==> src/rtl/irq_vector_responder.sv <==
// Interrupt-acknowledge responder: far end of the CPU intr/inta handshake.
//
// Latches rising edges on up to eight request lines into IRR, prioritises the
// unmasked pending levels (level 0 highest, fully nested against ISR) and
// raises a registered intr. On an inta pulse the winning level moves from IRR
// to ISR and an 8-bit vector {base, level} is presented until the next inta.
// With nothing pending at inta, the spurious vector {base, 7} is returned.
//
// Ports:
//   clk        system clock
//   reset_n    synchronous active-low reset
//   irq        request lines, rising-edge sensitive, synchronous to clk
//   intr       registered interrupt request to the CPU
//   inta       single-cycle acknowledge pulse from the CPU
//   vector     vector number, valid from the cycle after inta
//   cfg_wr     register write strobe
//   cfg_rd     register read strobe
//   cfg_addr   register select: 0 base/IRR, 1 mask, 2 EOI/ISR, 3 base
//   cfg_wdata  register write data
//   cfg_rdata  registered read data
//   cfg_ack    one-cycle pulse the cycle after cfg_wr or cfg_rd
module irq_vector_responder #(
  parameter int unsigned NUM_IRQ    = 8,
  parameter logic [7:0]  RESET_BASE = 8'h08
) (
  input  logic               clk,
  input  logic               reset_n,
  input  logic [NUM_IRQ-1:0] irq,
  output logic               intr,
  input  logic               inta,
  output logic [7:0]         vector,
  input  logic               cfg_wr,
  input  logic               cfg_rd,
  input  logic [1:0]         cfg_addr,
  input  logic [7:0]         cfg_wdata,
  output logic [7:0]         cfg_rdata,
  output logic               cfg_ack
);

  logic [NUM_IRQ-1:0] irq_prev_q;
  logic [7:0]         irr_q, irr_d;
  logic [7:0]         isr_q, isr_d;
  logic [7:0]         mask_q, mask_d;
  logic [4:0]         base_q, base_d;
  logic               intr_q, intr_d;
  logic [7:0]         vector_q, vector_d;
  logic [7:0]         rdata_q, rdata_d;
  logic               ack_q;

  logic [7:0] rise;
  logic [7:0] pend;
  logic [3:0] best;
  logic [3:0] isr_top;
  logic [7:0] isr_eoi;
  logic [7:0] irr_clr;
  logic       ack_hit;

  // Index of the lowest set bit, or 8 when the vector is empty.
  function automatic logic [3:0] lowest_set(input logic [7:0] v);
    logic [3:0] idx;
    idx = 4'd8;
    for (int i = 7; i >= 0; i--) begin
      if (v[i]) idx = 4'(i);
    end
    return idx;
  endfunction

  always_comb begin
    rise    = 8'(irq & ~irq_prev_q);
    pend    = irr_q & ~mask_q;
    best    = lowest_set(pend);
    isr_top = lowest_set(isr_q);

    // EOI is applied before an acknowledge arriving in the same cycle.
    isr_eoi = isr_q;
    if (cfg_wr && (cfg_addr == 2'd2)) begin
      if (cfg_wdata[3]) begin
        isr_eoi[cfg_wdata[2:0]] = 1'b0;
      end else if (!isr_top[3]) begin
        isr_eoi[isr_top[2:0]] = 1'b0;
      end
    end

    ack_hit = inta && (pend != 8'h00);
    isr_d   = isr_eoi;
    irr_clr = 8'h00;
    if (ack_hit) begin
      isr_d[best[2:0]]   = 1'b1;
      irr_clr[best[2:0]] = 1'b1;
    end
    // A new edge on the acknowledged line wins over the clear.
    irr_d = (irr_q & ~irr_clr) | rise;

    vector_d = vector_q;
    if (inta) begin
      vector_d = {base_q, ack_hit ? best[2:0] : 3'd7};
    end

    // Forced low right after inta so the CPU never sees a stale request.
    intr_d = !inta && (pend != 8'h00) && (best < isr_top);

    mask_d = mask_q;
    base_d = base_q;
    if (cfg_wr) begin
      unique case (cfg_addr)
        2'd0:    base_d = cfg_wdata[7:3];
        2'd1:    mask_d = cfg_wdata;
        default: ;
      endcase
    end

    // Reads observe pre-write state when a write lands in the same cycle.
    rdata_d = rdata_q;
    if (cfg_rd) begin
      unique case (cfg_addr)
        2'd0:    rdata_d = irr_q;
        2'd1:    rdata_d = mask_q;
        2'd2:    rdata_d = isr_q;
        default: rdata_d = {base_q, 3'b000};
      endcase
    end
  end

  always_ff @(posedge clk) begin
    if (!reset_n) begin
      irq_prev_q <= '0;
      irr_q      <= 8'h00;
      isr_q      <= 8'h00;
      mask_q     <= 8'hFF;
      base_q     <= RESET_BASE[7:3];
      intr_q     <= 1'b0;
      vector_q   <= 8'h00;
      rdata_q    <= 8'h00;
      ack_q      <= 1'b0;
    end else begin
      irq_prev_q <= irq;
      irr_q      <= irr_d;
      isr_q      <= isr_d;
      mask_q     <= mask_d;
      base_q     <= base_d;
      intr_q     <= intr_d;
      vector_q   <= vector_d;
      rdata_q    <= rdata_d;
      ack_q      <= cfg_wr | cfg_rd;
    end
  end

  assign intr      = intr_q;
  assign vector    = vector_q;
  assign cfg_rdata = rdata_q;
  assign cfg_ack   = ack_q;

endmodule
==> config.mk <==
export PLATFORM = sky130hd
export DESIGN_NAME = irq_vector_responder
export DESIGN_NICKNAME = d
export VERILOG_FILES = /design/src/rtl/irq_vector_responder.sv
export SDC_FILE = /design/constraint.sdc
export NUM_CORES = 1
export LEC_CHECK = 0
export ABC_AREA = 1
export CORE_UTILIZATION = 48
export DETAILED_ROUTE_END_ITERATION = 10
export GPL_TIMING_DRIVEN = 1
export HOLD_SLACK_MARGIN = 0.06
export PLACE_DENSITY = 0.76
export SLEW_MARGIN = 20
export SYNTH_ARGS = -nofsm -noshare
export SYNTH_HDL_FRONTEND = slang
export SYNTH_SLANG_ARGS = --single-unit
==> constraint.sdc <==
create_clock -name clk -period 1.57 [get_ports clk]
set_clock_uncertainty 0.05 [all_clocks]
set_input_delay 0.314 -clock clk [delete_from_list [all_inputs] [get_ports clk]]
set_output_delay 0.314 -clock clk [all_outputs]
set_load 0.01 [all_outputs]
; ---- Word-level counts from Yosys, hierarchy flattened
; Index checks and enable logic that the tools add are counted.
[op_classes]
mux = 29
n_reduce_logical = 12
n_lt_le_gt_ge = 7
bitwise = 13
n_eq_ne = 2
[ops]
columns = cell, n
row1 = 4-bit two-way mux, 16
row2 = 8-bit AND, 5
row3 = 8-bit two-way mux, 5
row4 = 8-bit NOT, 5
row5 = 8-bit one-hot mux with 3 select lines, 1
row6 = 8-bit OR, 2
row7 = 3-bit by 4-bit less-than comparator with 1-bit output (second input constant), 3
row8 = 1-bit demux with 3-bit select, 3
row9 = 3-bit by 1-bit >= comparator with 1-bit output (second input constant), 3
row10 = 8-bit nonzero test, 1
row11 = 1-bit logical AND, 7
row12 = 4-bit less-than comparator, 1
row13 = 2-bit AND reduction, 2
row14 = 1-bit two-way mux, 3
row15 = 3-bit two-way mux, 1
row16 = 2-bit by 1-bit equality test with 1-bit output (second input constant), 1
row17 = 2-bit equality test (second input constant), 1
row18 = 2-bit zero test, 1
row19 = 1-bit zero test, 1
row20 = 1-bit OR, 1
[totals]
regBits = 55
elab_cells = 72

; ---- Logic depth before layout (Yosys ltp)
[depth]
ltp_word = 19
depth_mapped = 14
mapped_depth_nobuf = 14

; ---- Least setup slack after synthesis
; No wires, ideal clock.
[synth_timing]
path_type = flip-flop to flip-flop
startpoint = register isr_q[2]
endpoint = register intr_q (netlist: intr)
n_path_buf = 0
path_stages_with_launch = 9
path_slack_ps = -132
arrival_ps = 1588
t_required_ps = 1456
cell_sequence = dfxtp_1 inv_1 nand2_1 nor2_1 nand3_1 ha_1 a2111oi_0 nand2_1 nor2_1
[synth_via]
elab_chain_cells = 5
[synth_rtl]
columns = element, line
row1 = "start, declared", 42  ; logic [7:0] isr_q, isr_d;
row2 = "start signal, assigned", 138  ; isr_q <= isr_d;
row3 = 4-bit two-way mux (3 in series), 63  ; if (v[i]) idx = 4'(i);
row4 = 4-bit less-than comparator, 100  ; intr_d = !inta && (pend != 8'h00) && (best < isr_top);
row5 = 1-bit logical AND, 100
row6 = "end signal, assigned", 141  ; intr_q <= intr_d;
row7 = "end, declared", 45  ; logic intr_q, intr_d;
; No other way between the ends.
; A chain may end at the register's enable or synchronous reset.

; ---- Final worst setup path
[layout_timing]
startpoint = register mask_q[4]
endpoint = register intr_q (netlist: intr)
[layout_via]
elab_chain_cells = 9
[layout_rtl]
columns = element, line
row1 = "start, declared", 43  ; logic [7:0] mask_q, mask_d;
row2 = "start signal, assigned", 139  ; mask_q <= mask_d;
row3 = 8-bit NOT (*), 70  ; pend = irr_q & ~mask_q;
row4 = 8-bit AND (*), 70
row5 = 4-bit two-way mux (5 in series), 63
row6 = 4-bit less-than comparator, 100
row7 = 1-bit logical AND (*), 100
; Every way passes the cells marked *; elsewhere a longest branch is shown, timed or not.

==> summary.txt <==
status: complete, but fails checks
failing checks: negative setup slack
Primary FF master, synth: dfxtp_1
synth cell count leaders: nand2_1, dfxtp_1, inv_1
Seq/Total Area, Yosys: 42.82%
DIE AREA: 5654 um^2
vias in the first global route: 2461
drt drc: 0
Cell Area, Synth: 2571 um^2
Achievable Freq: 573.0 MHz
RSZ-0062 raised after global routing: yes
H-Tree Depth: 2
Worst Hold Class: reg2reg
n_diodes: 0
post-layout util: 77.80%
Core Region: 5140 um^2
number of distinct library cells after synthesis: 29
max cap viols: 0
synth top area cells: dfxtp_1, nand2_1, inv_1
Worst Path Arrival: 1940 ps
asr flop ratio synth: 0%
Fin. Hold Viols: 0
chip height: 75.19 um
Multi-input gate area: 1504 um^2
first-pass GRT wire length: 11440 um
clock buffer depth: 2
Power Density: 794.3 nW/um^2
r2r startpoint: mask_q[4]
CTS Hold Bufs: 0
initial antenna violation count: 0
Max VDD drop: 0.0006232 V
Sink Count: 55
first-pass iteration count of the detailed router: 6
IO Pins: 41
most common cell in the synthesized netlist: nand2_1
max_slew headroom: 78.49%
syn_nets: 395
Chip Width: 75.19 um
wire per inst: 14.78 um
via count: 2858
cell count after synthesis: 369
Final WS setup: -175.3 ps
starting density of the core: 50.02%
Root Buffer: clkbuf_8
Mean Syn Cell Area: 6.968 um^2
CP Max Fanout: 3
DRT Wirelength: 8100 um
Yosys top cell by area: dfxtp_1
Syn. warnings: 0
FF+latch area: 1115 um^2
CP Class: reg2reg
crit path from: mask_q[4]
Reg2Reg Depth: 10
reg2reg end: intr
Area Overhead vs Synth: 55.52%
Worst setup SP type: flip-flop
fin crit period: 1745 ps
# nets final: 503
post-DR vias/cell: 5.215
top-area cell type share of the netlist area: 42.82%
Fillers: 360
Total Power Consumption: 3.176 mW
ratio of final minimum period to clock period: 111.2%
Clk pin slew, worst setup/hold paths: 100 ps
CTS tree: yes
worst skew pair latency: 320 ps
CP Capture Point: intr
endpoints failing setup: 15
Slew @ Worst Pin: 321.6 ps
r2r setup slk: -180 ps
GP Congestion: 0.9654
EDFF count, synth: 0
Routed Antenna Nets: 0
Leakage: 2.089 nW
register bit total from synthesis: 55
Max Transition Viols Final: 0
share of layout cells above drive strength 1: 34.73%
CP Capture Type: flip-flop
number of port buffers: 40
DP Wirelength: 5491 um
global route overflow: 0
total track usage: 27.46%
largest net degree at the start of global routing: 18
WP data required: 1770 ps
Worst Hold Path Cells: 1
# rows: 26
Iteration-0 DRC Markers: 253
CTS buffer count: 5
==> timing repair <==
item | in CTS | in global routing
gates resized for setup | 29 | 75
pin swaps | 12 | 28
setup endpoints to repair | 11 | 34
buffers inserted | 4 | 9
==> worst min-delay path by stage <==
stage | from | endpoint | slack, ps
finish | irq_prev_q[3] | irr_q[3] | 360
global route | irq_prev_q[3] | irr_q[3] | 370
CTS | irq_prev_q[1] | irr_q[1] | 360
detailed placement | irq_prev_q[1] | irr_q[1] | 350
global placement | irq_prev_q[1] | irr_q[1] | 340
floorplan | irq_prev_q[0] | irr_q[0] | 340
==> per-stage QoR <==
step	instance area, um^2	setup TNS [ps]	worst slack [ps]	hold slack (ps)	std cells
2_1_floorplan	2597	0	7.094	339.5	369
3_3_place_gp	3486	-5280	-203.1	343.1	527
3_5_place_dp	3486	-6136	-231.9	350.3	527
4_1_cts	3700	-80.48	-80.48	363.8	539
5_1_grt	3999	-2472	-225.5	366.3	548
6_report	3999	-1271	-175.3	358.8	548
==> per-layer routing <==
metal	wire, um	up-vias	track usage [%]	part of all wire, %
met5	0	-	0	0
met1	3691	1329	39.17	46
met3	390	21	4.418	4.8
li1	-	1411	-	-
met4	195	0	9.053	2.4
met2	3823	97	42.44	47
==> placed cells by master, fill, tap and decap left out, types with 9 or more instances in the layout <==
cell	netlist	layout
nand2_1	104	86
buf_4	3	67
dfxtp_1	55	44
inv_1	43	35
nor2_1	32	28
clkdlybuf4s50_1	0	24
o21ai_0	28	23
nand2_2	8	16
nand3_1	27	16
dlymetal6s2s_1	0	13
a21oi_1	17	12
nand2_4	1	11
inv_2	7	11
dfxtp_2	0	11
nand3_2	0	9
==> cell families (layout without fill, tap and decap cells) <==
logic type               count (synthesis)  after routing  share of synthesized area, %
flip-flops                              55             55                         42.82
AND/OR/NAND/NOR                        184            184                         31.24
AO/OA/AOI/OAI                           66             66                         15.04
buffers and inverters                   61            170                         9.440
adder cells (fa/ha/maj)                  3              3                         1.460
==> where the power goes <==
part	total, mW	switching (mW)	internal (mW)	leakage, nW
Clock	0.832	0.470	0.363	0.0484
Combinational	0.804	0.414	0.389	1.59
Sequential	1.54	0.0564	1.48	0.452
==> worst max-delay path, cell delays in order (launching register included) <==
cell and delay (ps):
dfxtp_2 350, inv_4 50, nand2_4 80, nand2_4 60
nor2_4 140, buf_6 120, nor2_4 40, ha_4 160
a2111oi_4 330, nand2_1 120, nor2_2 150
==> area by class of cell <==
type                       instances  area share [%]
timing repair buffer             112           24.94
inverter                          50           5.006
multi-input combinational        253           37.61
clock buffer                       7           2.159
tap                               70           2.190
clock inverter                     1          0.2190
sequential                        55           27.88
==> flip-flops by register name, indices dropped and copies added (netlist names) <==
signal      flops
cfg_rdata       8
irq_prev_q      8
irr_q           8
isr_q           8
mask_q          8
vector          8
base_q          5
cfg_ack         1
intr            1
No activity file was read; power rests on OpenSTA's default activity.
